`config.mk`:
```
export PLATFORM = sky130hd
export DESIGN_NAME = key_search_ctrl
export DESIGN_NICKNAME = d
export VERILOG_FILES = /design/src/rtl/key_search_ctrl.sv
export SDC_FILE = /design/constraint.sdc
export NUM_CORES = 1
export LEC_CHECK = 0
export CORE_ASPECT_RATIO = 0.9
export CORE_UTILIZATION = 53
export CTS_CLUSTER_SIZE = 30
export DETAILED_ROUTE_END_ITERATION = 10
export PLACE_DENSITY = 0.81
export SLEW_MARGIN = 20
export SYNTH_ARGS = -nofsm -noshare
export SYNTH_HDL_FRONTEND = slang
export SYNTH_SLANG_ARGS = --single-unit
```
`constraint.sdc`:
```
create_clock -name clk -period 2.6 [get_ports clk]
set_clock_uncertainty 0.15 [all_clocks]
set_input_delay 0.26 -clock clk [delete_from_list [all_inputs] [get_ports clk]]
set_output_delay 0.26 -clock clk [all_outputs]
set_load 0.02 [all_outputs]
```
`src/rtl/key_search_ctrl.sv`:
```
// key_search_ctrl: steps an RC4 decrypt core through the candidate keys
// KEY_FIRST..KEY_LAST. It stops on the first key the core reports as valid
// (FOUND) or after the last key misses (EXHAUSTED).
// Optional feature: define KEY_SEARCH_TIMEOUT_EN to add a WAIT watchdog. If
// the core goes silent, the watchdog treats the key as a miss and sets the
// sticky timeout_err flag.
// Timing: core_start pulses in the first WAIT cycle. This gives a 2-cycle
// gap from a missed core_done to the next core_start.

module key_search_ctrl #(
    parameter logic [23:0] KEY_FIRST      = 24'h000000,
    parameter logic [23:0] KEY_LAST       = 24'h3FFFFF,
    parameter int unsigned TIMEOUT_CYCLES = 4096
) (
    input  logic        clk,
    input  logic        reset,
    input  logic        start,
    input  logic        core_done,
    input  logic        core_found,
    output logic        core_start,
    output logic [23:0] secret_key,
    output logic        searching,
    output logic        found_key,
    output logic        not_found_key,
    output logic [23:0] keys_tried,
    output logic        timeout_err
);

    localparam int unsigned KEY_W = 24;
    localparam logic [KEY_W-1:0] CNT_MAX = {KEY_W{1'b1}};

    typedef enum logic [2:0] {
        IDLE      = 3'd0,
        LAUNCH    = 3'd1,
        WAIT      = 3'd2,
        FOUND     = 3'd3,
        EXHAUSTED = 3'd4
    } state_t;

    state_t state;

    logic key_done_c;   // current key finished (answer or watchdog expiry)
    logic key_hit_c;    // current key finished and was the right one

    // Reject unusable parameter sets at elaboration.
    if (KEY_FIRST > KEY_LAST || TIMEOUT_CYCLES == 0) begin : g_bad_params
        $error("key_search_ctrl: need KEY_FIRST <= KEY_LAST and TIMEOUT_CYCLES > 0");
    end

`ifdef KEY_SEARCH_TIMEOUT_EN
    localparam int unsigned WD_W = (TIMEOUT_CYCLES > 1) ? $clog2(TIMEOUT_CYCLES) : 1;
    localparam logic [WD_W-1:0] WD_LAST = WD_W'(TIMEOUT_CYCLES - 1);

    logic [WD_W-1:0] wd_cnt;
    logic            timeout_c;

    // Watchdog expires on the TIMEOUT_CYCLES-th WAIT cycle without an answer.
    always_comb begin
        timeout_c  = (state == WAIT) && !core_done && (wd_cnt == WD_LAST);
        key_done_c = (state == WAIT) && (core_done || timeout_c);
        key_hit_c  = (state == WAIT) && core_done && core_found;
    end

    // Watchdog counter: cleared on launch, counts while waiting.
    always_ff @(posedge clk) begin
        if (reset) begin
            wd_cnt <= '0;
        end else if (state == LAUNCH) begin
            wd_cnt <= '0;
        end else if (state == WAIT && !core_done && !timeout_c) begin
            wd_cnt <= wd_cnt + WD_W'(1);
        end
    end

    // Sticky timeout flag; only reset clears it.
    always_ff @(posedge clk) begin
        if (reset) begin
            timeout_err <= 1'b0;
        end else if (timeout_c) begin
            timeout_err <= 1'b1;
        end
    end
`else
    // Without the watchdog, only a core answer ends WAIT.
    always_comb begin
        key_done_c = (state == WAIT) && core_done;
        key_hit_c  = (state == WAIT) && core_done && core_found;
    end

    assign timeout_err = 1'b0;
`endif

    // Search FSM with registered status, key and counter outputs.
    always_ff @(posedge clk) begin
        if (reset) begin
            state         <= IDLE;
            secret_key    <= KEY_FIRST;
            keys_tried    <= '0;
            core_start    <= 1'b0;
            searching     <= 1'b0;
            found_key     <= 1'b0;
            not_found_key <= 1'b0;
        end else begin
            core_start <= 1'b0;
            case (state)
                IDLE, FOUND, EXHAUSTED: begin
                    if (start) begin
                        state         <= LAUNCH;
                        secret_key    <= KEY_FIRST;
                        keys_tried    <= '0;
                        searching     <= 1'b1;
                        found_key     <= 1'b0;
                        not_found_key <= 1'b0;
                    end
                end

                LAUNCH: begin
                    core_start <= 1'b1;
                    state      <= WAIT;
                end

                WAIT: begin
                    if (key_done_c) begin
                        keys_tried <= (keys_tried == CNT_MAX) ? keys_tried
                                                              : keys_tried + KEY_W'(1);
                        if (key_hit_c) begin
                            state     <= FOUND;
                            searching <= 1'b0;
                            found_key <= 1'b1;
                        end else if (secret_key == KEY_LAST) begin
                            state         <= EXHAUSTED;
                            searching     <= 1'b0;
                            not_found_key <= 1'b1;
                        end else begin
                            state      <= LAUNCH;
                            secret_key <= secret_key + KEY_W'(1);
                        end
                    end
                end

                default: begin
                    state         <= IDLE;
                    searching     <= 1'b0;
                    found_key     <= 1'b0;
                    not_found_key <= 1'b0;
                end
            endcase
        end
    end

endmodule

```
==> run summary <==
crit path kind: register to register
post-synth top area cell: dfxtp_1
vias after detailed routing: 3,388
DR WL met2: 4068 um
setup violators final: 0
CP Max Fanout: 9
Ant. Diodes: 0
status: completed
max cap viols: 0
Die Wd: 83.53 um
clock network fraction of design power: 30.0%
minimum clock period: 2375 ps
filler cell count: 475
Switching Share: 28.17%
Initial Utilization: 55.38%
flop-to-flop setup slack: 220 ps
final net count: 454
drc violations: 0
CORE AREA: 0.005725 mm^2
Cells after Synth: 387
CTS clk-pin slew, worst paths: 90 ps
total clock sinks: 55
FF-to-FF Start: secret_key[6]$_SDFFE_PP0P_
M1 wire length: 3810 um
DR WL/cell: 16.65 um
count of final max-slew check failures: 0
GRT Total Usage: 27.89%
Tot Pwr: 0.001568 W
Mapped Area: 0.003171 mm^2
first-pass GRT wire length: 14,260 um
Clock Tree Buf Depth: 2
DP Wirelength: 6150 um
highest metal used: met4
vias in the first global route: 3,039
Post-synth EDFFs: 0
Die Y: 75.38 um
leading register cell type out of synthesis: dfxtp_1
number of port buffers: 56
CTS tree: done
Hold Crit Start: not_found_key$_SDFFE_PP0P_
Num CTS Buffers: 5
WHS Endpoint: not_found_key$_SDFFE_PP0P_
Crit path required time: 2670 ps
Worst Hold Class: register to register
layout cells sized above 1: 9.375%
Post-CTS Setup Bufs: 0
synth unique cells: 61
Pwr per Cell Area: 398.3 mW/mm^2
depth of the most critical reg-to-reg path: 5
Detailed Routing Iterations Pass 1: 5
syn_area_per_cell: 8.193 um^2
I/O pins: 58
initial drt markers: 182
share of the synthesized area in the top cell type: 34.73%
post-route ant nets: 0
Comb power frac: 14.6%
Post-Syn Nets: 394
hold path cells: 2
most common cell in the synthesized netlist: dfxtp_1
synth warn: 0
gpl congestion: 0.9000
TNS Setup: 0 ps
most frequent cells after synthesis: dfxtp_1 (55), nand2_1 (40), a21oi_1 (27)
CTS H-Tree Depth: 2
row count: 26
Setup crit end kind: register
Final Hold Fails: 0
crit start category: register
Final Instance Area: 0.003936 mm^2
Seq pwr share: 55.4%
Post-CTS Hold Buffers: 0
initial antenna violation count: 0
Peak supply drop: 0.3600 mV
Slew HR: 47.68%
DP Area: 0.003855 mm^2
routed wl met3: 594 um
Synth-to-Final Area Change: 24.15%
Achievable Freq: 421.0 MHz
cell internal pwr: 0.001126 W
Final period util: 91.35%
largest net degree at the start of global routing: 20
Lkg Pwr: 1.244 nW
Seq cells post-synth: 55
worst r2r dst: secret_key[4]$_SDFFE_PP0P_
Worst Max-Slew Pin Slew: 783.4 ps
worst skew pair latency: 320 ps
setup repair after global routing missed its margin: no
Net Switching: 0.0004417 W
CTS root buf: clkbuf_8
DIE AREA: 0.006296 mm^2
Overflow after GRT: 0
asr flop ratio synth: 0%
Data arrival, critical path: 2440 ps
post-synthesis sequential area ratio: 34.73%
final core utilization: 68.75%
Routed WL: 8624 um
Vias per Instance: 6.541
main area contributors after synthesis: dfxtp_1 (35%), nand2_1 (4.7%), a31oi_1 (4.3%)
CTS resizes: 0
[worst max-delay path: stages, from the launching register on]
cell      delay [ps]
dfxtp_1          470
nand3_1          270
nor4_4           470
and4_1           480
nor2_4           120
a311oi_1         310
[kinds of logic (layout without fill, tap and decap cells)]
logic type | Yosys count | after routing | synth area share [%]
AOI/OAI and AO/OA | 126 | 126 | 27.78
adders and majority gates | 2 | 2 | 0.7891
buffers and inverters | 31 | 92 | 4.420
DFF | 55 | 55 | 34.73
muxes | 7 | 7 | 2.210
other | 1 | 1 | 0.1183
and+or+nand+nor | 165 | 165 | 29.95
[per-stage QoR]
stage	setup slack, ps	hold slack, ps	cells
5_1_grt	113.0	358.4	518
3_3_place_gp	252.3	313.8	510
4_1_cts	241.1	338.5	518
3_5_place_dp	185.2	325.0	510
6_report	224.9	333.7	518
2_1_floorplan	440.3	281.8	387
[cells in the final DEF, fill, tap and decap left out, types with 3 or more instances in the layout]
cell type,netlist,final
a311oi_1,12,12
o21ai_0,14,14
clkbuf_8,0,5
nor4_1,4,4
and2_1,4,4
buf_4,1,19
nor3_1,13,13
o211ai_1,6,6
and3_1,11,11
o31ai_1,6,6
and4_1,6,6
nand3b_1,4,4
nand2_1,40,40
inv_1,9,9
nand2b_1,4,4
a22oi_1,4,4
nand4_1,17,17
o311ai_0,3,3
o21ai_1,3,3
a211oi_1,3,3
a31oi_1,22,22
a21oi_1,27,27
mux2i_1,7,7
nand3_1,25,25
nor2b_1,4,4
clkdlybuf4s50_1,0,56
dfxtp_1,55,55
nor2_1,16,16
a41oi_1,6,6
o21a_1,3,3
[worst max path at each step]
stage | end | start | cells after the start
finish | secret_key[4]$_SDFFE_PP0P_ | secret_key[6]$_SDFFE_PP0P_ | 5
global route | keys_tried[19]$_SDFFE_PP0P_ | keys_tried[1]$_SDFFE_PP0P_ | 7
CTS | secret_key[4]$_SDFFE_PP0P_ | secret_key[6]$_SDFFE_PP0P_ | 5
detailed placement | secret_key[5]$_SDFFE_PP0P_ | core_done | 7
global placement | secret_key[16]$_SDFFE_PP0P_ | core_done | 6
floorplan | keys_tried[21]$_SDFFE_PP0P_ | keys_tried[0]$_SDFFE_PP0P_ | 7
[layout make-up]
class / instances / area, um^2 / area share (%)
tap: 70 / 87.58 / 2.225
clock inverter: 1 / 5.005 / 0.1271
multi-input combinational: 301 / 1929 / 49.01
timing repair buffer: 75 / 703.2 / 17.86
inverter: 9 / 33.78 / 0.8582
sequential: 55 / 1101 / 27.97
clock buffer: 7 / 76.32 / 1.939
[routing by layer]
metal | global-route usage, % | up-vias
met3 | 4.225 | 16
met2 | 49.27 | 139
met4 | 11.11 | 0
li1 | - | 1636
met5 | 0 | -
met1 | 35.29 | 1597
[flip-flops by register name, summed over array words and instances, names as in the netlist]
signal	count
state	3
found_key	1
keys_tried	24
not_found_key	1
core_start	1
searching	1
secret_key	24
[power by group through the flow]
stage	combinational (W)	sequential [W]	clock [W]
final	0.000229	0.000869	0.000470
after global routing	0.000251	0.000872	0.000507
after CTS	0.000227	0.000868	0.000474
after detailed placement	0.000226	0.000888	0
after global placement	0.000220	0.000888	0
after floorplan	0.000162	0.000884	0
Note: power is estimated with default switching activity, not from simulation.
